File: src/rtl/jstk2_spi_responder.sv
// SPI mode-0 slave emulating a PMOD JSTK2 joystick: reports X/Y/buttons in
// 5-byte frames and decodes the set-LED command from the master's MOSI bytes.
module jstk2_spi_responder #(
    parameter int unsigned SYNC_STAGES = 2,
    parameter int unsigned FRAME_BYTES = 5,
    parameter logic [7:0]  CMD_SET_LED = 8'h84
) (
    input  logic       CLK,
    input  logic       RST_N,
    input  logic       CS_n,
    input  logic       SCK,
    input  logic       MOSI,
    output logic       MISO,
    input  logic [9:0] x_pos,
    input  logic [9:0] y_pos,
    input  logic [7:0] buttons,
    output logic [7:0] led_r,
    output logic [7:0] led_g,
    output logic [7:0] led_b,
    output logic       led_update,
    output logic       frame_done,
    output logic       frame_abort
);

    localparam int unsigned IDX_W = $clog2(FRAME_BYTES + 2);
    localparam int unsigned SET_W = $clog2(SYNC_STAGES + 1) + 1;
    localparam logic [IDX_W-1:0] FRAME_IDX = IDX_W'(FRAME_BYTES);
    localparam logic [IDX_W-1:0] LAST_IDX  = IDX_W'(FRAME_BYTES + 1);
    localparam logic [SET_W-1:0] SETTLE_MAX = SET_W'(SYNC_STAGES);

    typedef enum logic [1:0] {StWaitIdle, StIdle, StActive} state_e;

    state_e state_q, state_d;

    logic [SYNC_STAGES-1:0] cs_sync_q, sck_sync_q, mosi_sync_q;
    logic                   cs_prev_q, sck_prev_q;
    logic                   cs_s, sck_s, mosi_s;
    logic                   cs_fall, cs_rise, sck_rise, sck_fall;
    logic [SET_W-1:0]       settle_q, settle_d;

    logic [9:0]       snap_x_q, snap_y_q;
    logic [7:0]       snap_btn_q;
    logic [7:0]       tx_shift_q, rx_shift_q, rx_byte;
    logic [2:0]       bit_cnt_q;
    logic [IDX_W-1:0] byte_idx_q;
    logic [7:0]       cmd_q, stage_r_q, stage_g_q, stage_b_q;
    logic [7:0]       led_r_q, led_g_q, led_b_q;
    logic             miso_q, led_update_q, frame_done_q, frame_abort_q;

    // Byte the master reads at a given frame index; past the frame it reads zero.
    function automatic logic [7:0] tx_byte(input logic [IDX_W-1:0] idx, input logic [9:0] x,
                                           input logic [9:0] y, input logic [7:0] b);
        int unsigned i;
        i = 32'(idx);
        if (i >= FRAME_BYTES) return 8'h00;
        case (i)
            0:       return x[7:0];
            1:       return {6'b0, x[9:8]};
            2:       return y[7:0];
            3:       return {6'b0, y[9:8]};
            4:       return b;
            default: return 8'h00;
        endcase
    endfunction

    assign cs_s     = cs_sync_q[SYNC_STAGES-1];
    assign sck_s    = sck_sync_q[SYNC_STAGES-1];
    assign mosi_s   = mosi_sync_q[SYNC_STAGES-1];
    assign cs_fall  = cs_prev_q & ~cs_s;
    assign cs_rise  = ~cs_prev_q & cs_s;
    assign sck_rise = ~sck_prev_q & sck_s;
    assign sck_fall = sck_prev_q & ~sck_s;
    assign rx_byte  = {rx_shift_q[6:0], mosi_s};

    // Synchronize SPI pins and keep previous values for edge detection.
    always_ff @(posedge CLK or negedge RST_N) begin
        if (!RST_N) begin
            cs_sync_q   <= '1;
            sck_sync_q  <= '0;
            mosi_sync_q <= '0;
            cs_prev_q   <= 1'b1;
            sck_prev_q  <= 1'b0;
        end else begin
            cs_sync_q   <= {cs_sync_q[SYNC_STAGES-2:0], CS_n};
            sck_sync_q  <= {sck_sync_q[SYNC_STAGES-2:0], SCK};
            mosi_sync_q <= {mosi_sync_q[SYNC_STAGES-2:0], MOSI};
            cs_prev_q   <= cs_s;
            sck_prev_q  <= sck_s;
        end
    end

    // State register.
    always_ff @(posedge CLK or negedge RST_N) begin
        if (!RST_N) begin
            state_q  <= StWaitIdle;
            settle_q <= '0;
        end else begin
            state_q  <= state_d;
            settle_q <= settle_d;
        end
    end

    // Next state; WAIT_IDLE needs CS_n high after the synchronizer has flushed
    // real pin values, so a frame already in progress is never joined.
    always_comb begin
        state_d  = state_q;
        settle_d = settle_q;
        case (state_q)
            StWaitIdle: begin
                if (!cs_s) begin
                    settle_d = '0;
                end else if (settle_q == SETTLE_MAX) begin
                    state_d  = StIdle;
                    settle_d = '0;
                end else begin
                    settle_d = settle_q + 1'b1;
                end
            end
            StIdle:   if (cs_fall) state_d = StActive;
            StActive: if (cs_rise) state_d = StIdle;
            default:  state_d = StWaitIdle;
        endcase
    end

    // Frame datapath: snapshot, shift registers, command decode and pulses.
    always_ff @(posedge CLK or negedge RST_N) begin
        if (!RST_N) begin
            snap_x_q      <= '0;
            snap_y_q      <= '0;
            snap_btn_q    <= '0;
            tx_shift_q    <= '0;
            rx_shift_q    <= '0;
            bit_cnt_q     <= '0;
            byte_idx_q    <= '0;
            cmd_q         <= '0;
            stage_r_q     <= '0;
            stage_g_q     <= '0;
            stage_b_q     <= '0;
            led_r_q       <= '0;
            led_g_q       <= '0;
            led_b_q       <= '0;
            miso_q        <= 1'b0;
            led_update_q  <= 1'b0;
            frame_done_q  <= 1'b0;
            frame_abort_q <= 1'b0;
        end else begin
            led_update_q  <= 1'b0;
            frame_done_q  <= 1'b0;
            frame_abort_q <= 1'b0;
            if (state_q == StIdle && cs_fall) begin
                snap_x_q   <= x_pos;
                snap_y_q   <= y_pos;
                snap_btn_q <= buttons;
                tx_shift_q <= x_pos[7:0];
                miso_q     <= x_pos[7];
                bit_cnt_q  <= '0;
                byte_idx_q <= '0;
                cmd_q      <= '0;
            end else if (state_q == StActive) begin
                if (cs_rise) begin
                    // CS_n rise wins over any SCK edge seen in the same cycle.
                    miso_q <= 1'b0;
                    if (byte_idx_q >= FRAME_IDX && bit_cnt_q == 3'd0) begin
                        frame_done_q <= 1'b1;
                        if (cmd_q == CMD_SET_LED) begin
                            led_r_q      <= stage_r_q;
                            led_g_q      <= stage_g_q;
                            led_b_q      <= stage_b_q;
                            led_update_q <= 1'b1;
                        end
                    end else begin
                        frame_abort_q <= 1'b1;
                    end
                end else if (sck_rise) begin
                    rx_shift_q <= rx_byte;
                    bit_cnt_q  <= bit_cnt_q + 1'b1;
                    if (bit_cnt_q == 3'd7) begin
                        case (32'(byte_idx_q))
                            0:       cmd_q     <= rx_byte;
                            1:       stage_r_q <= rx_byte;
                            2:       stage_g_q <= rx_byte;
                            3:       stage_b_q <= rx_byte;
                            default: ;
                        endcase
                        if (byte_idx_q != LAST_IDX) byte_idx_q <= byte_idx_q + 1'b1;
                    end
                end else if (sck_fall) begin
                    if (bit_cnt_q == 3'd0) begin
                        tx_shift_q <= tx_byte(byte_idx_q, snap_x_q, snap_y_q, snap_btn_q);
                        miso_q <= tx_byte(byte_idx_q, snap_x_q, snap_y_q, snap_btn_q) >> 7 != 8'h00;
                    end else begin
                        tx_shift_q <= {tx_shift_q[6:0], 1'b0};
                        miso_q     <= tx_shift_q[6];
                    end
                end
            end else begin
                miso_q <= 1'b0;
            end
        end
    end

    assign MISO        = miso_q;
    assign led_r       = led_r_q;
    assign led_g       = led_g_q;
    assign led_b       = led_b_q;
    assign led_update  = led_update_q;
    assign frame_done  = frame_done_q;
    assign frame_abort = frame_abort_q;

endmodule

File: config.mk
export PLATFORM = sky130hd
export DESIGN_NAME = jstk2_spi_responder
export DESIGN_NICKNAME = d
export VERILOG_FILES = /design/src/rtl/jstk2_spi_responder.sv
export SDC_FILE = /design/constraint.sdc
export NUM_CORES = 1
export LEC_CHECK = 0
export BUFFER_PORTS_ARGS = -buffer_cell sky130_fd_sc_hd__clkbuf_2
export CELL_PAD_IN_SITES_DETAIL_PLACEMENT = 2
export CELL_PAD_IN_SITES_GLOBAL_PLACEMENT = 2
export CORE_ASPECT_RATIO = 0.8
export CORE_UTILIZATION = 35
export DETAILED_ROUTE_END_ITERATION = 16
export GPL_TIMING_DRIVEN = 0
export PLACE_DENSITY_LB_ADDON = 0.15
export REMOVE_ABC_BUFFERS = 1
export SYNTH_ARGS = -nofsm -noshare
export SYNTH_HDL_FRONTEND = slang
export SYNTH_SLANG_ARGS = --single-unit
export TNS_END_PERCENT = 1
File: constraint.sdc
create_clock -name CLK -period 1.8 [get_ports CLK]
set_input_delay 0.27 -clock CLK [delete_from_list [all_inputs] [get_ports CLK]]
set_output_delay 0.27 -clock CLK [all_outputs]
set_load 0.01 [all_outputs]
Yosys cells after proc, flatten, opt, wreduce, memory -nomap -nowiden
Index checks and enable logic that the tools add are counted.
- word-level logic and storage cells: 138
- register bits after elaboration: 121
- magnitude comparators: 2
- muxes and demuxes: 58
- reduce and logical (&&, ||, !) cells: 22
- bitwise gates (word level): 10
- equality and inequality tests: 18
- add/sub/neg operators: 3
- operator list (kind ; number):
    8-bit 2-to-1 mux ; 8
    7-bit 2-to-1 mux ; 6
    8-bit one-hot mux with 5 select lines ; 1
    3-bit 2-to-1 mux ; 12
    1-bit 2-to-1 mux ; 26
    6-bit AND reduction ; 3
    5-bit AND reduction ; 3
    4-bit AND reduction ; 3
    2-bit nonzero test ; 6
    3-bit by 1-bit adder with 3-bit output, second input constant ; 3
    3-bit by 2-bit equality test with 1-bit output, second input constant ; 3
    8-bit equality test, second input constant ; 1
    2-bit 2-to-1 mux ; 4
    2-bit != test, second input constant ; 4
    4-bit != test, second input constant ; 2
    3-bit equality test, second input constant ; 2
    3-bit >= comparator, second input constant ; 2
    3-bit zero test ; 2
    1-bit inverter ; 6
    2-bit one-hot mux with 3 select lines ; 1
    1-bit AND ; 4
    2-bit by 1-bit != test with 1-bit output, second input constant ; 2
    3-bit by 1-bit equality test with 1-bit output, second input constant ; 1
    3-bit != test, second input constant ; 1
    other kinds (6) ; 7

Longest topological paths before layout
- depth in word-level cells: 15
- gate-level depth with buffers: 8
- depth with buffers taken out: 6

Worst setup path after synthesis
Ideal clock, no wire load.
- kind: register to register
- from: reg bit_cnt_q[0]
- to: reg led_b_q[5], in the netlist led_b[5]
- path slack: -0.181 ns
- data required time: 1.675 ns
- stages on the path, launching flop included: 9
- arrival time: 1.856 ns
- path through: dfrtp_1 inv_1 ha_1 or2b_4 nor4b_4 and3_1 buf_6 buf_12 mux2_4
- longest elaborated chain between the ends: 3
- ends and longest elaborated chain (element ; RTL line ; text):
    start, declared ; 44 ; logic [2:0] bit_cnt_q;
    start signal, assigned ; 176 ; bit_cnt_q <= bit_cnt_q + 1'b1;
    3-bit zero test ; 163 ; if (byte_idx_q >= FRAME_IDX && bit_cnt_q == 3'd0) begin
    1-bit logical AND ; 163 ;
    5-bit AND reduction (no source line) ; n/a ;
    end signal, assigned ; 168 ; led_b_q <= stage_b_q;
    end, declared ; 47 ; logic [7:0] led_r_q, led_g_q, led_b_q;
No other way between the ends.
A chain may end at the register's enable or synchronous reset.

Final worst setup path
- from: reg cs_sync_q[1]
- to: reg led_b_q[1], in the netlist led_b[1]
- longest elaborated chain between the ends: 5
- ends and longest elaborated chain (element ; RTL line ; text):
    start, declared ; 35 ; logic [SYNC_STAGES-1:0] cs_sync_q, sck_sync_q, mosi_sync_q;
    start signal, assigned ; 84 ; cs_sync_q <= {cs_sync_q[SYNC_STAGES-2:0], CS_n};
    1-bit inverter ; 69 ; assign cs_fall = cs_prev_q & ~cs_s;
    1-bit AND ; 69 ;
    1-bit logical AND ; 150 ; if (state_q == StIdle && cs_fall) begin
    1-bit inverter (no source line) ; n/a ;
    5-bit AND reduction (no source line) (*) ; n/a ;
Every way passes the cells marked *; elsewhere a longest branch is shown, timed or not.

==> results.toml <==
[timing]
final_max_slew_viol_count = 0
timing.final.ws_setup_ns = -0.299
hold_slack_ns = 0.0401
fmax_ghz = 0.476
final.setup.tns_ns = -11.50
hold_violations = 0
relSlewSlack_pct = 52.9
tightest_slew_ns = 0.697
finalSetupViolCount = 57
rsz0062_at_grt = "true"
fin_crit_sh_pct = 117
fin_skew_ns = 0.00638
fin_crit_ns = 2.10

[drt]
drt_wl_total_um = 14600
drc_errors = 2
viasPerCell = 5.25
vias = 3820
ant_nets = 0
post_drt_wl_per_cell_um = 20.0
drtPass1Iterations = 12
dr.first_iter.drc_count = 140

[final_layout]
drive_gt1_share_pct = 37.3
nets = 573
design_area_mm2 = 0.00681
fillers = 1442
fin_util_pct = 47.0
diodes = 0
finalNonFillerCells = 728
area_growth_pct = 29.5

[floorplanning]
start_util_pct = 36.3
num_io_pins = 61
die_height_um = 112
die_w_um = 139
num_rows = 39
die_area_mm2 = 0.0155
coreArea_mm2 = 0.0145

[place]
place_ws_ns = -1.50
dp_cells = 675
portBuffers = 60
hpwl_um = 8440
post_dp_cell_area_mm2 = 0.00574
routabilityCongestion = 0.672

[pwr]
p_clk_share_pct = 41.1
switching_power_mw = 2.47
sw_frac_of_total_pct = 28.3
seq_power_share_pct = 41.1
finalPower_mw = 8.74
leakage_nw = 3.25
p_int_mw = 6.26
power_frac_comb_pct = 17.8
peakVddDrop_uv = 624
p_per_area_mw_per_mm2 = 1280

[cts]
clock_latency_ns = 0.42
root_buffer = "clkbuf_16"
tritoncts = "yes"
cts_made_buffers = 17
htreeDepth = 4
cts_buffer_depth = 2
cts.clk_slew.worst_paths_ns = 0.06
cts_sinks = 121

[logic_synthesis]
yosysSeqAreaShare_pct = 57.6
yosys.area.top_type = "dfrtp_1"
syn_avg_cell_area_um2 = 11.6
synth-main-ff-cell = "dfrtp_1"
synth_enable_flop_cells = 0
synth_cell_types = 49
mappedNetlistArea_mm2 = 0.00526
yosysWarnings = 0
synthTopCellsByCount = "dfrtp_1 (118), nand2_1 (118), mux2_2 (29), mux2_4 (19), clkbuf_1 (15)"
netlist_instances = 455
async_flop_share_pct = 100
ys_top_cells_by_area = "dfrtp_1 (56%), nand2_1 (8.4%), mux2_2 (6.2%), mux2_4 (5.4%), ha_1 (1.9%)"
synth_top_area_share_pct = 56.1
synth-seq-cells = 121

[critical_path]
critPathMaxFanout = 5
max_stage_delay_ns = 0.65
crit_required_ns = 2.10
setup.worst_path.end_class = "flop"
path_cells = "nand4bb_4 > nor4b_4 > and3_4 > buf_12 > mux2_4"
crit_type = "reg -> reg"
cp_slowest_cell = "dfstp_4"
cp.arrival_ns = 2.40
start_kind = "flop"

[grt]
track_usage_pct = 20.1
antenna_found_initial = 0
grt_pass1_wl_um = 23500
grt_overflow = 0
grt_max_degree = 90
grt_pass1_vias = 4291

[run_status]
status = "finished, violations left"
violations = "design-rule violations, negative setup slack"

[flow_run]
maxCapViolations = 0

[min_path]
hold_path.class = "in -> reg"
[worst paths after layout]
path	startpoint	end	slack, ns	depth (start not counted)
min in group asynchronous	RST_N	led_g[6]	0.32	2
max in group asynchronous	RST_N	byte_idx_q[0]	0.71	3
max	cs_sync_q[1]	led_b[1]	-0.30	5
min	buttons[4]	snap_btn_q[4]	0.04	3
max reg2reg	cs_sync_q[1]	led_b[1]	-0.30	5
min reg2reg	cs_sync_q[0]	cs_sync_q[1]	0.36	0
[registers in the layout (all words and copies together), names as in the netlist, 2 cells and up]
signal / count
snap_y_q: 10
bit_cnt_q: 3
led_b: 8
tx_shift_q: 7
snap_x_q: 10
snap_btn_q: 8
settle_q: 3
stage_g_q: 8
stage_b_q: 8
cs_sync_q: 2
mosi_sync_q: 2
cmd_q: 8
state_q: 2
led_g: 8
sck_sync_q: 2
stage_r_q: 8
led_r: 8
rx_shift_q: 7
byte_idx_q: 3
[critical path: cells and delay by family, from the launching register on]
| kind | cells | cell delay (ns) |
|---|---|---|
| AND/OR/NAND/NOR | 3 | 0.87 |
| flip-flops | 1 | 0.65 |
| multiplexers | 1 | 0.30 |
| buffers and inverters | 1 | 0.15 |
[layout by cell type (no fill, tap or decap), types with 5 or more instances in the layout]
cell type  Yosys  final
ha_4           0      5
nand3_1       12     12
o2bb2ai_1      6      6
o31ai_1        9      9
a41oi_1        6      6
a22oi_1        6      6
a21oi_1       11     11
clkbuf_16      0     17
o21ai_0       11     10
mux2_4        19     33
nand4_1       10     10
nand2b_1       6      5
clkbuf_2       0     59
nand2_1      118    115
mux2_2        29     15
clkinv_2       0      6
dfrtp_1      118    113
nor2_1        10      8
buf_4          3     11
[final cells by class]
| cell class | instances | area, um2 | area share (%) |
|---|---|---|---|
| clock buffers | 18 | 439 | 6.45 |
| clock inverters | 13 | 178 | 2.61 |
| inverters | 8 | 37.5 | 0.551 |
| multi-input cells | 299 | 2270 | 33.3 |
| flip-flops and latches | 121 | 3040 | 44.7 |
| well taps | 184 | 230 | 3.38 |
| repair buffers | 85 | 618 | 9.07 |
[cells by family after synthesis]
kind of cell	count (synthesis)	synth area share (%)
and+or+nand+nor	178	16.2
adders and majority gates	8	1.90
buffers and inverters	36	3.66
muxes	48	11.6
DFF	121	57.6
AOI/OAI and AO/OA	64	9.06
[per-layer routing]
metal / global-route usage, % / up-vias / wire, um
met1: 26.7 / 2006 / 7030
met4: 7.48 / 0 / 201
li1: - / 1736 / -
met3: 5.20 / 16 / 425
met5: 0 / - / 0
met2: 31.8 / 62 / 6930
[power groups by stage]
stage / sequential [mW] / combinational, mW / clock (mW)
2_1_floorplan: 3.49 / 0.923 / 0
3_3_place_gp: 3.58 / 1.20 / 0
3_5_place_dp: 3.62 / 1.32 / 0
4_1_cts: 3.58 / 1.54 / 3.67
5_1_grt: 3.65 / 1.75 / 3.78
6_report: 3.59 / 1.55 / 3.59
[what timing repair did]
action,in CTS,in global routing
resized for setup,51,13
hold buffers,4,0
setup endpoints to repair,76,90
gates cloned,2,0
pin swaps,10,3
setup buffers,10,6
endpoints found under the hold margin,32,0
Power figures use the tool's default switching activity.
